==> src/rtl/logarithm_pkg.sv <==
// Shared types and constants for the integer-logarithm engine.
package logarithm_pkg;
  localparam int DEFAULT_WIDTH = 32;
  localparam int MUL_CYCLES    = DEFAULT_WIDTH;

  typedef enum logic [2:0] {
    IDLE = 3'd0,
    LOAD = 3'd1,
    MUL  = 3'd2,
    CMP  = 3'd3,
    DONE = 3'd4
  } log_state_t;
endpackage

==> src/rtl/seq_multiplier.sv <==
// Shift-add unsigned multiplier, one multiplier bit per cycle.
// The start edge already consumes bit 0, so done rises on the WIDTH-th edge.
module seq_multiplier #(
  parameter int W = 32
) (
  input  logic           clock,
  input  logic           reset_n,
  input  logic           start,
  input  logic [W-1:0]   mcand,
  input  logic [W-1:0]   mplier,
  output logic [2*W-1:0] prod,
  output logic           done
);
  localparam int CW = $clog2(W) + 1;

  logic [2*W-1:0] mc;
  logic [W-1:0]   mp;
  logic [CW-1:0]  bits;
  logic           busy;

  always_ff @(posedge clock) begin
    if (!reset_n) begin
      prod <= '0;
      mc   <= '0;
      mp   <= '0;
      bits <= '0;
      busy <= 1'b0;
      done <= 1'b0;
    end else if (start) begin
      prod <= mplier[0] ? {{W{1'b0}}, mcand} : '0;
      mc   <= {{W{1'b0}}, mcand} << 1;
      mp   <= mplier >> 1;
      bits <= CW'(1);
      busy <= (W > 1);
      done <= (W == 1);
    end else if (busy) begin
      prod <= prod + (mp[0] ? mc : '0);
      mc   <= mc << 1;
      mp   <= mp >> 1;
      bits <= bits + CW'(1);
      if (bits == CW'(W - 1)) begin
        busy <= 1'b0;
        done <= 1'b1;
      end
    end
  end
endmodule

==> src/rtl/logarithm_accelerator.sv <==
// floor(log_x(p)) by repeated multiplication: acc walks 1, x, x^2, ... while <= p.
// Overflow into the high product half ends the search, so wrap-around never counts.
module logarithm_accelerator
  import logarithm_pkg::*;
#(
  parameter int WIDTH = DEFAULT_WIDTH
) (
  input  logic             clock,
  input  logic             reset_n,
  input  logic             enable,
  input  logic [WIDTH-1:0] x,
  input  logic [WIDTH-1:0] p,
  output logic [WIDTH-1:0] a,
  output logic             ready,
  output logic             exact,
  output logic             err
);
  log_state_t         state;
  logic [WIDTH-1:0]   xr, pr, acc, cnt;
  logic [2*WIDTH-1:0] prod;
  logic               mul_done, mul_start;
  logic [WIDTH-1:0]   mcand;
  logic               bad, stop;

  assign bad  = (xr < WIDTH'(2)) || (pr == '0);
  assign stop = (|prod[2*WIDTH-1:WIDTH]) || (prod[WIDTH-1:0] > pr);

  // The multiplier is launched on the same edge acc is updated, so feed it the
  // value acc is about to take rather than the register itself.
  assign mul_start = ((state == LOAD) && !bad) || ((state == CMP) && !stop);
  assign mcand     = (state == LOAD) ? WIDTH'(1) : prod[WIDTH-1:0];

  seq_multiplier #(.W(WIDTH)) u_mul (
    .clock   (clock),
    .reset_n (reset_n),
    .start   (mul_start),
    .mcand   (mcand),
    .mplier  (xr),
    .prod    (prod),
    .done    (mul_done)
  );

  always_ff @(posedge clock) begin
    if (!reset_n) begin
      state <= IDLE;
      xr    <= '0;
      pr    <= '0;
      acc   <= '0;
      cnt   <= '0;
      a     <= '0;
      ready <= 1'b0;
      exact <= 1'b0;
      err   <= 1'b0;
    end else begin
      case (state)
        IDLE, DONE: begin
          if (enable) begin
            xr    <= x;
            pr    <= p;
            ready <= 1'b0;
            exact <= 1'b0;
            err   <= 1'b0;
            state <= LOAD;
          end
        end
        LOAD: begin
          if (bad) begin
            err   <= 1'b1;
            a     <= '0;
            exact <= 1'b0;
            ready <= 1'b1;
            state <= DONE;
          end else begin
            acc   <= WIDTH'(1);
            cnt   <= '0;
            state <= MUL;
          end
        end
        MUL: begin
          if (mul_done) state <= CMP;
        end
        CMP: begin
          if (stop) begin
            a     <= cnt;
            exact <= (acc == pr);
            ready <= 1'b1;
            state <= DONE;
          end else begin
            acc   <= prod[WIDTH-1:0];
            cnt   <= cnt + WIDTH'(1);
            state <= MUL;
          end
        end
        default: state <= IDLE;
      endcase
    end
  end
endmodule

==> config.mk <==
export PLATFORM = sky130hd
export DESIGN_NAME = logarithm_accelerator
export DESIGN_NICKNAME = d
export VERILOG_FILES = /design/src/rtl/logarithm_pkg.sv /design/src/rtl/seq_multiplier.sv /design/src/rtl/logarithm_accelerator.sv
export SDC_FILE = /design/constraint.sdc
export NUM_CORES = 1
export LEC_CHECK = 0
export BUFFER_PORTS_ARGS = -buffer_cell sky130_fd_sc_hd__buf_2
export CORE_ASPECT_RATIO = 1.4
export CORE_MARGIN = 3
export CORE_UTILIZATION = 65
export CTS_CLUSTER_SIZE = 14
export DETAILED_ROUTE_END_ITERATION = 12
export PLACE_DENSITY = 0.92
export REMOVE_ABC_BUFFERS = 1
export SYNTH_ARGS = -nofsm -noshare
export SYNTH_HDL_FRONTEND = slang
export SYNTH_SLANG_ARGS = --single-unit
==> constraint.sdc <==
create_clock -name clock -period 6.4 [get_ports clock]
set_input_delay 1.28 -clock clock [delete_from_list [all_inputs] [get_ports clock]]
set_output_delay 1.28 -clock clock [all_outputs]
set_load 0.005 [all_outputs]
==> flow_summary.rst, run 1 <==
.. list-table::
   :header-rows: 1

   * - Metric
     - Value
   * - Outcome
     - finished, final reports clean
   * - Antenna violation net count after detailed routing
     - 0
   * - Horizontal die dimension
     - 150 um
   * - Hold bufs inserted after CTS
     - 0
   * - Total I/O pin count
     - 102
   * - Async S/R FF share, synth
     - 0
   * - Minimum period implied by the final worst setup slack
     - 4610 ps
   * - Max rail drop VDD
     - 224 uV
   * - Worst setup slack after layout
     - 1790 ps
   * - Antenna violations before repair
     - 4
   * - Reg clk slew, reported paths
     - 60 ps
   * - Cells along the critical path
     - inv_1 -> ha_1 -> nand4_1 -> nor4_1 -> o311a_1 -> nor4_4 -> o21ai_4 -> and2_1 -> nor2_1 -> buf_4 -> and2_1 -> a22o_1
   * - Avg Vias per Cell
     - 6.40
   * - Pre-CTS setup slack
     - approximately 2000 ps
   * - CTS max path bufs
     - 3
   * - Flop and latch count out of synthesis
     - 332
   * - Count of final setup violators
     - 0
   * - CP arrival
     - 5030 ps
   * - Root buffer cell
     - sky130_fd_sc_hd__clkbuf_16
   * - Uppermost signal routing layer after detailed routing
     - met5
   * - Number of global-route vias before repair
     - 17100
   * - Sinks on the clock net
     - 332
   * - Clock latency at the later pin of the worst-skew pair
     - 540 ps
   * - Number of cells in the design after placement
     - approximately 2600
   * - Cell variety after synth
     - 78
   * - RSZ-0062 raised after global routing
     - false
   * - Detailed-route DRC error count
     - 0
   * - Total length of routed met3 wires
     - 3120 um
   * - Nature of the critical path endpoint
     - register
   * - Setup Buffers After CTS
     - 0
   * - Length in cells of the worst reg-to-reg path
     - 12
   * - Required time of the worst setup path
     - 6820 ps
   * - Number of standard-cell rows in the floorplan
     - 73
   * - Commonest non-fill, non-tap cell in the layout
     - sky130_fd_sc_hd__dfxtp_1
   * - Mean area per synthesized cell
     - 8.29 um^2
   * - Routed metal-1 wire length
     - 19200 um
   * - Clock tree from TritonCTS
     - built
   * - Total vias in the final route
     - 17200
   * - Most area-hungry cell type in the Yosys netlist
     - sky130_fd_sc_hd__dfxtp_1
   * - Power density of the placed cells
     - 223 mW/mm^2
   * - H-tree Lvls
     - 2
   * - Cell depth of the worst min-delay path
     - 2
   * - Detail Placement HPWL
     - 35100 um
   * - Final cell utilization of the core
     - 0.720
   * - Maximum capacitance violations
     - 0
   * - Sequential area share after synthesis
     - 0.351
   * - Final number of hold-violating endpoints
     - 0
   * - Chip Height
     - 208 um
   * - Setup CP Type
     - reg -> reg
   * - Post-synth EDFFs
     - 0
   * - Final max-slew violation count
     - 0
   * - Mapped Area
     - ~0.019 mm^2
   * - Commonest register cell after synthesis
     - sky130_fd_sc_hd__dfxtp_1
   * - Starting density of the core
     - 0.664
   * - Final Non-Filler Cells
     - between 2000 and 3000
   * - Total GRT Usage
     - 0.319
   * - Worst slew margin relative to its limit
     - 0.131
   * - Max Fclk
     - 217 MHz
   * - Synthesized netlist cell count
     - 2282
   * - Slowest-stage cell, CP
     - sky130_fd_sc_hd__and2_1
   * - Routability-driven placement congestion ratio
     - 0.963
   * - Startpoint types
     - register
   * - Dominant cell type by count on the critical path
     - sky130_fd_sc_hd__and2_1
   * - Power, Total
     - between 4000 and 5000 uW
   * - Number of buffers added on ports
     - between 100 and 150
   * - Class of the tightest hold or removal check
     - reg -> reg
   * - Total grt overflow
     - 0
   * - Yosys top cell area share
     - 0.351
   * - Max Fanout on Critical Path
     - 22
   * - Synth top area cells
     - sky130_fd_sc_hd__dfxtp_1 35%, sky130_fd_sc_hd__ha_1 6.4%, sky130_fd_sc_hd__nand2_1 6.3%, sky130_fd_sc_hd__mux2i_1 5.9%, sky130_fd_sc_hd__and2_1 4.8%
   * - Number of gates resized after cts
     - 0
   * - Worst-case clock skew
     - about 18 ps
   * - Met2 WL post-DR
     - around 25000 um
   * - Tcrit/Tclk final
     - 0.721
   * - Yosys Warn Count
     - 0
   * - Commonest cells after routing, fill and taps aside
     - 331 x sky130_fd_sc_hd__dfxtp_1, 315 x sky130_fd_sc_hd__nand2_1, 143 x sky130_fd_sc_hd__and2_1
   * - Wire length after detailed routing
     - 51400 um
   * - Layout cells sized above 1
     - 0.0869
   * - Worst path max stage delay
     - around 780 ps
   * - First-pass iteration count of the detailed router
     - 5
   * - Wirelength per Cell
     - 19.2 um
   * - Slew @ Worst Pin
     - 1300 ps
   * - First-iteration detailed-routing DRC count
     - 1206
   * - Global-route wire length before repair
     - 83100 um
   * - Total of fill cells in the finished design
     - 2106
   * - Cell leakage power
     - 0.00873 uW
   * - Overall die area
     - between 0.03 and 0.04 mm^2
   * - CORE AREA
     - approximately 0.028 mm^2
   * - Maximum number of pins on one net before global-route repair
     - 85
   * - Layout-stage area growth over the synthesis result
     - 8.53%
   * - NumNets Final
     - 2444
   * - CTS Buf Count
     - 34
==> final timing paths <==
check / slack (ps) / from / to
worst max-delay path: 1790 / pr[30]$_SDFFE_PN0P_ / u_mul.prod[10]$_SDFFE_PN0P_
worst min register to register: 480 / u_mul.done$_SDFFE_PP0P_ / u_mul.done$_SDFFE_PP0P_
worst min-delay path: 480 / u_mul.done$_SDFFE_PP0P_ / u_mul.done$_SDFFE_PP0P_
worst max register to register: 1790 / pr[30]$_SDFFE_PN0P_ / u_mul.prod[10]$_SDFFE_PN0P_
==> report_power, final <==
group / internal [uW] / switching [uW]
clock: 1150 / 847
sequential: 2120 / 57.1
combinational: 144 / 262
total: 3410 / 1170
==> per-stage QoR <==
stage	hold slack (ps)	setup TNS (ps)	area, um^2
4_1_cts	479	0	20500
6_report	477	0	20500
2_1_floorplan	429	-71.6	18300
3_3_place_gp	445	0	19400
3_5_place_dp	464	0	19400
5_1_grt	505	0	20500
==> final cells by class <==
class | instances | area, um^2 | share of cell area
Sequential cell | 332 | 6650 | 0.324
Clock buffer | 47 | 980 | 0.0477
Inverter | 54 | 203 | 0.00987
Antenna cell | 5 | 12.5 | 0.000610
Clock inverter | 10 | 121 | 0.00591
Multi-Input combinational cell | 1743 | 11500 | 0.559
Tap cell | 375 | 469 | 0.0229
Timing Repair Buffer | 115 | 613 | 0.0299
==> flip-flops by register name, summed over array words and instances, names as in the netlist, 3 cells and up <==
register	cells
u_mul.mp	31
a	32
pr	32
u_mul.prod	64
xr	32
state	3
acc	32
cnt	32
u_mul.mc	63
u_mul.bits	6
==> per-layer routing <==
layer,GRT usage,vias to the layer above
met5,0,-
met4,0.198,2
met3,0.0498,225
met2,0.562,735
met1,0.354,8113
li1,-,8087
==> cell usage after synthesis, types with 4 or more instances <==
library cell / instances
sky130_fd_sc_hd__dfxtp_1: 332
sky130_fd_sc_hd__nand2_1: 317
sky130_fd_sc_hd__and2_1: 144
sky130_fd_sc_hd__nor2_1: 120
sky130_fd_sc_hd__clkbuf_1: 117
sky130_fd_sc_hd__o21ai_0: 116
sky130_fd_sc_hd__mux2i_1: 112
sky130_fd_sc_hd__a21oi_1: 100
sky130_fd_sc_hd__ha_1: 96
sky130_fd_sc_hd__a21boi_0: 83
sky130_fd_sc_hd__nand3_1: 61
sky130_fd_sc_hd__inv_1: 54
sky130_fd_sc_hd__xnor2_1: 53
sky130_fd_sc_hd__nand4_1: 48
sky130_fd_sc_hd__a21o_1: 46
sky130_fd_sc_hd__a22o_1: 46
sky130_fd_sc_hd__nor2b_1: 42
sky130_fd_sc_hd__nor4_1: 41
sky130_fd_sc_hd__xor2_1: 40
sky130_fd_sc_hd__o211a_1: 32
sky130_fd_sc_hd__nor3_1: 29
sky130_fd_sc_hd__buf_2: 21
sky130_fd_sc_hd__a22oi_1: 20
sky130_fd_sc_hd__nand2b_1: 18
sky130_fd_sc_hd__and3_1: 14
sky130_fd_sc_hd__a31oi_1: 13
sky130_fd_sc_hd__a211oi_1: 12
sky130_fd_sc_hd__buf_1: 12
sky130_fd_sc_hd__o21a_1: 12
sky130_fd_sc_hd__nand3b_1: 9
sky130_fd_sc_hd__o211ai_1: 9
sky130_fd_sc_hd__o21ai_1: 9
sky130_fd_sc_hd__o21bai_1: 8
sky130_fd_sc_hd__nor3b_1: 7
sky130_fd_sc_hd__o31ai_1: 6
sky130_fd_sc_hd__or3_1: 6
sky130_fd_sc_hd__o22ai_1: 5
sky130_fd_sc_hd__a41oi_1: 4
sky130_fd_sc_hd__o31a_1: 4
==> cells by family (layout without fill, tap and decap cells) <==
logic type	count (synthesis)	in the layout	share of synthesized area
and+or+nand+nor	875	875	0.230
AOI/OAI and AO/OA	566	566	0.209
DFF	332	332	0.351
buffers and inverters	207	226	0.0431
muxes	112	112	0.0593
adders and majority gates	97	97	0.0646
xor gates and xnor gates	93	93	0.0431
other	0	5	0
==> worst max-delay path: cells and delay by family, from the launching register on <==
family	cells	cell delay [ps]
AO/OA/AOI/OAI	3	1210
flip-flops	1	420
buffers and inverters	2	350
adder cells (fa/ha/maj)	1	330
AND/OR/NAND/NOR	6	2170
No activity file was read; power rests on OpenSTA's default activity.
==> inputs of run 2 (changes only) <==
- CORE_UTILIZATION: 65 -> 56
- PLACE_DENSITY: 0.92 -> 0.85
- clock period: 6.4 -> 4.1 ns (I/O delays scaled with it)
==> flow_summary.rst, run 2 (synthesized netlist as in run 1, its figures left out) <==
.. list-table::
   :header-rows: 1

   * - Metric
     - Value
   * - Wirelength per Cell
     - 18.4 um
   * - Worst setup slack after layout
     - around 150 ps
   * - Number of global-route vias before repair
     - 16600
   * - Startpoint of the most critical register-to-register path
     - pr[29]$_SDFFE_PN0P_
   * - Clock latency at the later pin of the worst-skew pair
     - 540 ps
   * - Final max-slew violation count
     - 0
   * - Layout cells sized above 1
     - 0.0945
   * - Worst slew margin relative to its limit
     - 0.247
   * - Clock tree from TritonCTS
     - built
   * - Max Fanout on Critical Path
     - 43
   * - Pre-CTS setup slack
     - around 250 ps
   * - Final Non-Filler Cells
     - 2773
   * - Worst-case clock skew
     - about 16 ps
   * - Reg clk slew, reported paths
     - roughly 60 ps
   * - Max Fclk
     - roughly 250 MHz
   * - Total grt overflow
     - 0
   * - Count of final setup violators
     - 0
   * - Antenna violations before repair
     - 1
   * - Avg Vias per Cell
     - a little over 6
   * - CTS Buf Count
     - 34
   * - Top Registers
     - u_mul.prod (64), u_mul.mc (63)
   * - CP Depth
     - 12
   * - Cell leakage power
     - 0.00886 uW
   * - Slowest-stage cell, CP
     - sky130_fd_sc_hd__nor4_1
   * - Final cell utilization of the core
     - 0.626
   * - Length in cells of the worst reg-to-reg path
     - 12
   * - Number of cells in the design after placement
     - 2710
   * - Crit path buf inv count
     - 3
   * - Minimum period implied by the final worst setup slack
     - 3950 ps
   * - Number of standard-cell rows in the floorplan
     - 79
   * - Class of the tightest hold or removal check
     - reg -> reg
   * - FF-to-FF End
     - u_mul.prod[48]$_SDFFE_PN0P_
   * - Root buffer cell
     - sky130_fd_sc_hd__clkbuf_16
   * - Total of fill cells in the finished design
     - 2793
   * - Setup CP Type
     - reg -> reg
   * - Max rail drop VDD
     - 279 uV
   * - Routability-driven placement congestion ratio
     - 0.940
   * - Commonest non-fill, non-tap cell in the layout
     - sky130_fd_sc_hd__dfxtp_1
   * - RSZ-0062 raised after global routing
     - false
   * - First-iteration detailed-routing DRC count
     - 1247
   * - Dominant cell type by count on the critical path
     - sky130_fd_sc_hd__buf_4
   * - Setup TNS
     - 0 ps
   * - Total GRT Usage
     - 0.277
   * - Worst path max stage delay
     - around 740 ps
   * - Chip Height
     - ~220 um
   * - Launch point of the worst path
     - pr[29]$_SDFFE_PN0P_
   * - CTS max path bufs
     - 3
   * - Sequential cell area
     - 0.00665 mm^2
   * - Register containing the most flip-flops in the final layout
     - u_mul.prod
   * - Antenna violation net count after detailed routing
     - 0
   * - Worst reg-to-reg setup slack
     - ~150 ps
   * - Horizontal die dimension
     - approximately 160 um
   * - CP arrival
     - 4430 ps
   * - Detail Placement HPWL
     - around 37000 um
   * - First-pass iteration count of the detailed router
     - 8
   * - Sinks on the clock net
     - 332
   * - Global-route wire length before repair
     - 83000 um
   * - Starting density of the core
     - 0.568
   * - NumNets Final
     - 2465
   * - Cells along the critical path
     - inv_1 -> ha_1 -> nand4_1 -> nor4_1 -> o31a_1 -> nor4_4 -> o21ai_4 -> buf_4 -> nand2_2 -> buf_4 -> o41a_1 -> nand2_1
   * - Maximum capacitance violations
     - 0
   * - Startpoint types
     - register
   * - Layout-stage area growth over the synthesis result
     - 10.2%
   * - Area used by multi-input combinational logic
     - 0.0115 mm^2
   * - Tcrit/Tclk final
     - 0.963
   * - Dominant delay contributor by cell family on the critical path
     - simple AND/OR/NAND/NOR gates
   * - Slew @ Worst Pin
     - 1130 ps
   * - Wire length after detailed routing
     - 50900 um
   * - Outcome
     - finished, final reports clean
   * - Power density of the placed cells
     - approximately 350 mW/mm^2
   * - Number of buffers added on ports
     - 101
   * - Total I/O pin count
     - ~100
   * - H-tree Lvls
     - 2
   * - Number of flip-flops in the largest register
     - 64
   * - CORE AREA
     - roughly 0.033 mm^2
   * - Nature of the critical path endpoint
     - register
   * - Required time of the worst setup path
     - between 4000 and 5000 ps
   * - Commonest cells after routing, fill and taps aside
     - 331 x sky130_fd_sc_hd__dfxtp_1, 315 x sky130_fd_sc_hd__nand2_1, 143 x sky130_fd_sc_hd__and2_1
   * - Final number of hold-violating endpoints
     - 0
   * - Maximum number of pins on one net before global-route repair
     - 120
   * - Hold bufs inserted after CTS
     - 0
   * - Critical path endpoint
     - u_mul.prod[48]$_SDFFE_PN0P_
   * - Total vias in the final route
     - 16900
   * - Overall die area
     - between 0.03 and 0.04 mm^2
   * - Detailed-route DRC error count
     - 0
## run 2: changes by cell type in the layout (fill, tap and decap cells not counted)
cell | before | now
sky130_fd_sc_hd__inv_6 | 2 | 0
sky130_fd_sc_hd__buf_4 | 15 | 34
sky130_fd_sc_hd__inv_16 | 0 | 2
sky130_fd_sc_hd__bufinv_16 | 2 | 4
sky130_fd_sc_hd__clkbuf_8 | 8 | 5
sky130_fd_sc_hd__diode_2 | 5 | 1
sky130_fd_sc_hd__buf_12 | 0 | 2
sky130_fd_sc_hd__clkbuf_1 | 5 | 11
## run 2: cell type report
cell class / instances / share of cell area
inverters: 54 / 0.00972
well taps: 445 / 0.0267
clock buffers: 50 / 0.0461
diodes: 1 / 0.000120
flip-flops and latches: 332 / 0.319
clock inverters: 12 / 0.00978
repair buffers: 136 / 0.0382
multi-input cells: 1743 / 0.550
## run 2: routing by layer
| layer | part of all wire | vias to the layer above | wire (um) | global-route usage |
|---|---|---|---|---|
| met1 | 0.40 | 8020 | 20300 | 0.315 |
| met5 | 0 | - | 0 | 0 |
| met3 | 0.050 | 180 | 2530 | 0.0379 |
| met2 | 0.50 | 563 | 25200 | 0.497 |
| li1 | - | 8133 | - | - |
| met4 | 0.056 | 0 | 2860 | 0.147 |
## run 2: tightest hold or removal path: cells and delay by family (launching register included)
family          cells  cell delay, ps
compound gates      1              40
simple gates        1              70
flops               1             330
## run 2: how the worst min path moves through the flow
| stage | startpoint | end | cells past startpoint | slack [ps] |
|---|---|---|---|---|
| floorplan | u_mul.done$_SDFFE_PP0P_ | u_mul.done$_SDFFE_PP0P_ | 2 | 430 |
| global placement | u_mul.done$_SDFFE_PP0P_ | u_mul.done$_SDFFE_PP0P_ | 2 | 450 |
| detailed placement | u_mul.done$_SDFFE_PP0P_ | u_mul.done$_SDFFE_PP0P_ | 2 | 460 |
| CTS | u_mul.done$_SDFFE_PP0P_ | u_mul.done$_SDFFE_PP0P_ | 2 | 480 |
| global route | state[2]$_SDFFE_PN0P_ | state[1]$_SDFFE_PN0P_ | 1 | 500 |
| finish | u_mul.done$_SDFFE_PP0P_ | u_mul.done$_SDFFE_PP0P_ | 2 | 470 |
## run 2: power breakdown
| part | switching (uW) | leakage (uW) | total, uW | internal [uW] |
|---|---|---|---|---|
| registers | 95.4 | 0.00269 | 3400 | 3300 |
| clock network | 1360 | 0.000567 | 3270 | 1910 |
| logic | 406 | 0.00561 | 643 | 237 |
## run 2: repair_timing
action | in CTS | in global routing
setup buffers | 0 | 0
resized for setup | 0 | 0
hold endpoints to repair | 0 | 0
endpoints found under the setup margin | 0 | 1
## run 2: metrics by stage
step	hold slack [ps]	power, uW	instance area [um^2]
detailed placement	461	4100	19700
CTS	477	7360	20800
global route	500	7550	20900
finish	473	7320	20900
global placement	446	4080	19700
floorplan	429	3860	18300
==> inputs of run 3 (changes only) <==
- ABC_AREA: not set -> 1
==> flow_summary.rst, run 3 <==
.. list-table::
   :header-rows: 1

   * - Metric
     - Value
   * - Outcome
     - finished, final reports clean
   * - Setup Buffers After CTS
     - 0
   * - Clock latency at the later pin of the worst-skew pair
     - about 550 ps
   * - Sequential area share after synthesis
     - 0.330
   * - Async S/R FF share, synth
     - 0
   * - Sequential cell area
     - 0.00665 mm^2
   * - Power density of the placed cells
     - ~590 mW/mm^2
   * - Hold bufs inserted after CTS
     - 0
   * - Max Fclk
     - 274 MHz
   * - Overall die area
     - roughly 0.038 mm^2
   * - Power, Total
     - 13000 uW
   * - CP Depth
     - 15
   * - Synthesized netlist cell count
     - approximately 3200
   * - Final max-slew violation count
     - 0
   * - Wirelength per Cell
     - 17.5 um
   * - Hold slack final
     - 458 ps
   * - Commonest non-fill, non-tap cell in the layout
     - sky130_fd_sc_hd__nand2_1
   * - Most area-hungry cell type in the Yosys netlist
     - sky130_fd_sc_hd__dfxtp_1
   * - Final Non-Filler Cells
     - around 3700
   * - Reg clk slew, reported paths
     - 60 ps
   * - Detailed-route DRC error count
     - 0
   * - Antenna violations before repair
     - 0
   * - Max rail drop VDD
     - 463 uV
   * - Cell leakage power
     - slightly above 0.01 uW
   * - Dominant delay contributor by cell family on the critical path
     - simple AND/OR/NAND/NOR gates
   * - Count of final setup violators
     - 0
   * - Final number of hold-violating endpoints
     - 0
   * - Startpoint types
     - register
   * - Worst-case clock skew
     - 24.8 ps
   * - Commonest register cell after synthesis
     - sky130_fd_sc_hd__dfxtp_1
   * - Number of gates resized after cts
     - 0
   * - Worst setup slack after layout
     - 455 ps
   * - Dominant cell type by count on the critical path
     - sky130_fd_sc_hd__nand2_1
   * - Flop and latch count out of synthesis
     - about 330
   * - Number of global-route vias before repair
     - 20400
   * - Avg Vias per Cell
     - 5.66
   * - Global-route wire length before repair
     - 103000 um
   * - Required time of the worst setup path
     - 4560 ps
   * - Root buffer cell
     - sky130_fd_sc_hd__clkbuf_16
   * - Yosys Warn Count
     - 0
   * - Total GRT Usage
     - 0.328
   * - Maximum capacitance violations
     - 0
   * - CORE AREA
     - 0.0352 mm^2
   * - Layout-stage area growth over the synthesis result
     - 9.11%
   * - NumNets Final
     - 3384
   * - Sinks on the clock net
     - 332
   * - Total of fill cells in the finished design
     - between 3000 and 4000
   * - Register containing the most flip-flops in the final layout
     - u_mul.prod
   * - Chip Height
     - 230 um
   * - Number of standard-cell rows in the floorplan
     - 81
   * - Total vias in the final route
     - 20900
   * - Area used by multi-input combinational logic
     - ~0.011 mm^2
   * - End of the worst hold path
     - a[16]$_SDFFE_PN0P_
   * - Mapped Area
     - just over 0.02 mm^2
   * - CTS max path bufs
     - 3
   * - Layout cells sized above 1
     - 0.0709
   * - Top Registers
     - u_mul.prod (64), u_mul.mc (63)
   * - Nature of the critical path endpoint
     - register
   * - Clock tree from TritonCTS
     - built
   * - CTS Buf Count
     - 35
   * - First-iteration detailed-routing DRC count
     - approximately 1800
   * - Wire length after detailed routing
     - 64900 um
   * - Horizontal die dimension
     - 166 um
   * - Detail Placement HPWL
     - 48000 um
   * - Commonest cells after routing, fill and taps aside
     - 925 x sky130_fd_sc_hd__nand2_1, 372 x sky130_fd_sc_hd__inv_1, 335 x sky130_fd_sc_hd__nor2_1
   * - Worst reg-to-reg setup slack
     - 460 ps
   * - Starting density of the core
     - 0.573
   * - Number of buffers added on ports
     - 101
   * - Cells along the critical path
     - inv_2 -> ha_1 -> nand2_1 -> nor2_1 -> nand4_1 -> nor2_1 -> nand2_1 -> nand2_1 -> nand2_2 -> nand3_2 -> buf_4 -> nand3_4 -> inv_2 -> nand2_1 -> a21oi_1
   * - Setup CP Type
     - reg -> reg
   * - Slew @ Worst Pin
     - 1130 ps
   * - Yosys top cell area share
     - 0.330
   * - Worst path max stage delay
     - 790 ps
   * - H-tree Lvls
     - 2
   * - Worst slew margin relative to its limit
     - 0.246
   * - Max Fanout on Critical Path
     - 51
   * - CP arrival
     - 4100 ps
   * - Synth top area cells
     - sky130_fd_sc_hd__dfxtp_1 33%, sky130_fd_sc_hd__nand2_1 17%, sky130_fd_sc_hd__a21oi_1 8.0%, sky130_fd_sc_hd__inv_1 7.0%, sky130_fd_sc_hd__nor2_1 6.2%
   * - Most used standard cells in the synthesized netlist
     - 925 x sky130_fd_sc_hd__nand2_1, 374 x sky130_fd_sc_hd__inv_1, 335 x sky130_fd_sc_hd__nor2_1, 332 x sky130_fd_sc_hd__dfxtp_1, 322 x sky130_fd_sc_hd__a21oi_1
   * - Routability-driven placement congestion ratio
     - 1.09
   * - RSZ-0062 raised after global routing
     - false
   * - Cell variety after synth
     - 50
   * - Total I/O pin count
     - 102
   * - Post-synth EDFFs
     - 0
   * - Number of cells in the design after placement
     - 3639
   * - Worst min-delay path startpoint
     - a[16]$_SDFFE_PN0P_
   * - Total grt overflow
     - 0
   * - Mean area per synthesized cell
     - 6.31 um^2
   * - Tcrit/Tclk final
     - 0.889
   * - Pre-CTS setup slack
     - roughly 560 ps
   * - Antenna violation net count after detailed routing
     - 0
   * - Final cell utilization of the core
     - 0.625
   * - Number of flip-flops in the largest register
     - 64
   * - Cell depth of the worst min-delay path
     - 2
   * - Length in cells of the worst reg-to-reg path
     - 15
   * - Startpoint of the most critical register-to-register path
     - pr[23]$_SDFFE_PN0P_
   * - Minimum period implied by the final worst setup slack
     - ~3600 ps
   * - FF-to-FF End
     - u_mul.mp[21]$_SDFFE_PN0P_
   * - Crit path buf inv count
     - 3
   * - Maximum number of pins on one net before global-route repair
     - between 100 and 150
   * - First-pass iteration count of the detailed router
     - 6
   * - ANT cells
     - 0
   * - Class of the tightest hold or removal check
     - reg -> reg
   * - Dominant cell by count in the synthesized netlist
     - sky130_fd_sc_hd__nand2_1
   * - Slowest-stage cell, CP
     - sky130_fd_sc_hd__inv_2
-- run 3: cell count changes after synthesis, sizes merged, moves of 84 or more --
cell    previous run  this run
a21oi            103       323
inv               54       390
o21ai            126       248
a21boi            86         2
and2             144         0
nor2             120       340
nand2            320       928
mux2i            112         0
-- run 3: worst min-delay path, stage by stage, from the launching register on --
cell                      delay, ps
sky130_fd_sc_hd__dfxtp_1        310
sky130_fd_sc_hd__nand2_1         60
sky130_fd_sc_hd__a21oi_1         50
-- run 3: area by class of cell --
cell class	instances	share of cell area
Tap cell	456	0.0260
Clock inverter	13	0.00552
Inverter	392	0.0671
Sequential cell	332	0.303
Clock buffer	50	0.0461
Multi-Input combinational cell	2329	0.518
Timing Repair Buffer	130	0.0342
-- run 3: cell families after synthesis --
kind of cell    after synthesis  share of synthesized area
simple gates               1537                      0.314
compound gates              645                      0.169
buf+inv                     528                      0.104
flops                       332                      0.330
fa+ha+maj                    97                     0.0606
xor+xnor                     50                     0.0217
-- run 3: stage by stage --
step | cell area, um^2 | TNS, ps
3_3_place_gp | 20800 | 0
3_5_place_dp | 20800 | 0
2_1_floorplan | 19500 | -128120
6_report | 22000 | 0
4_1_cts | 22000 | 0
5_1_grt | 22000 | 0
-- run 3: how the worst max path moves through the flow --
stage,start,end
3_3_place_gp,pr[23]$_SDFFE_PN0P_,u_mul.mp[0]$_SDFFE_PN0P_
5_1_grt,pr[23]$_SDFFE_PN0P_,u_mul.mp[21]$_SDFFE_PN0P_
3_5_place_dp,pr[23]$_SDFFE_PN0P_,u_mul.mp[21]$_SDFFE_PN0P_
4_1_cts,pr[23]$_SDFFE_PN0P_,u_mul.prod[1]$_SDFFE_PN0P_
2_1_floorplan,u_mul.busy$_SDFF_PN0_,u_mul.mp[0]$_SDFFE_PN0P_
6_report,pr[23]$_SDFFE_PN0P_,u_mul.mp[21]$_SDFFE_PN0P_
-- run 3: metal layers --
metal / global-route usage / vias to the layer above / part of all wire
met3: 0.0396 / 250 / 0.045
met5: 0 / - / 0
met4: 0.235 / 0 / 0.082
li1: - / 10300 / -
met2: 0.611 / 701 / 0.51
met1: 0.337 / 9650 / 0.36
-- run 3: power breakdown --
part	total (uW)	switching, uW	internal [uW]
sequential	4790	757	4030
clock	3170	1370	1800
combinational	5070	3470	1590
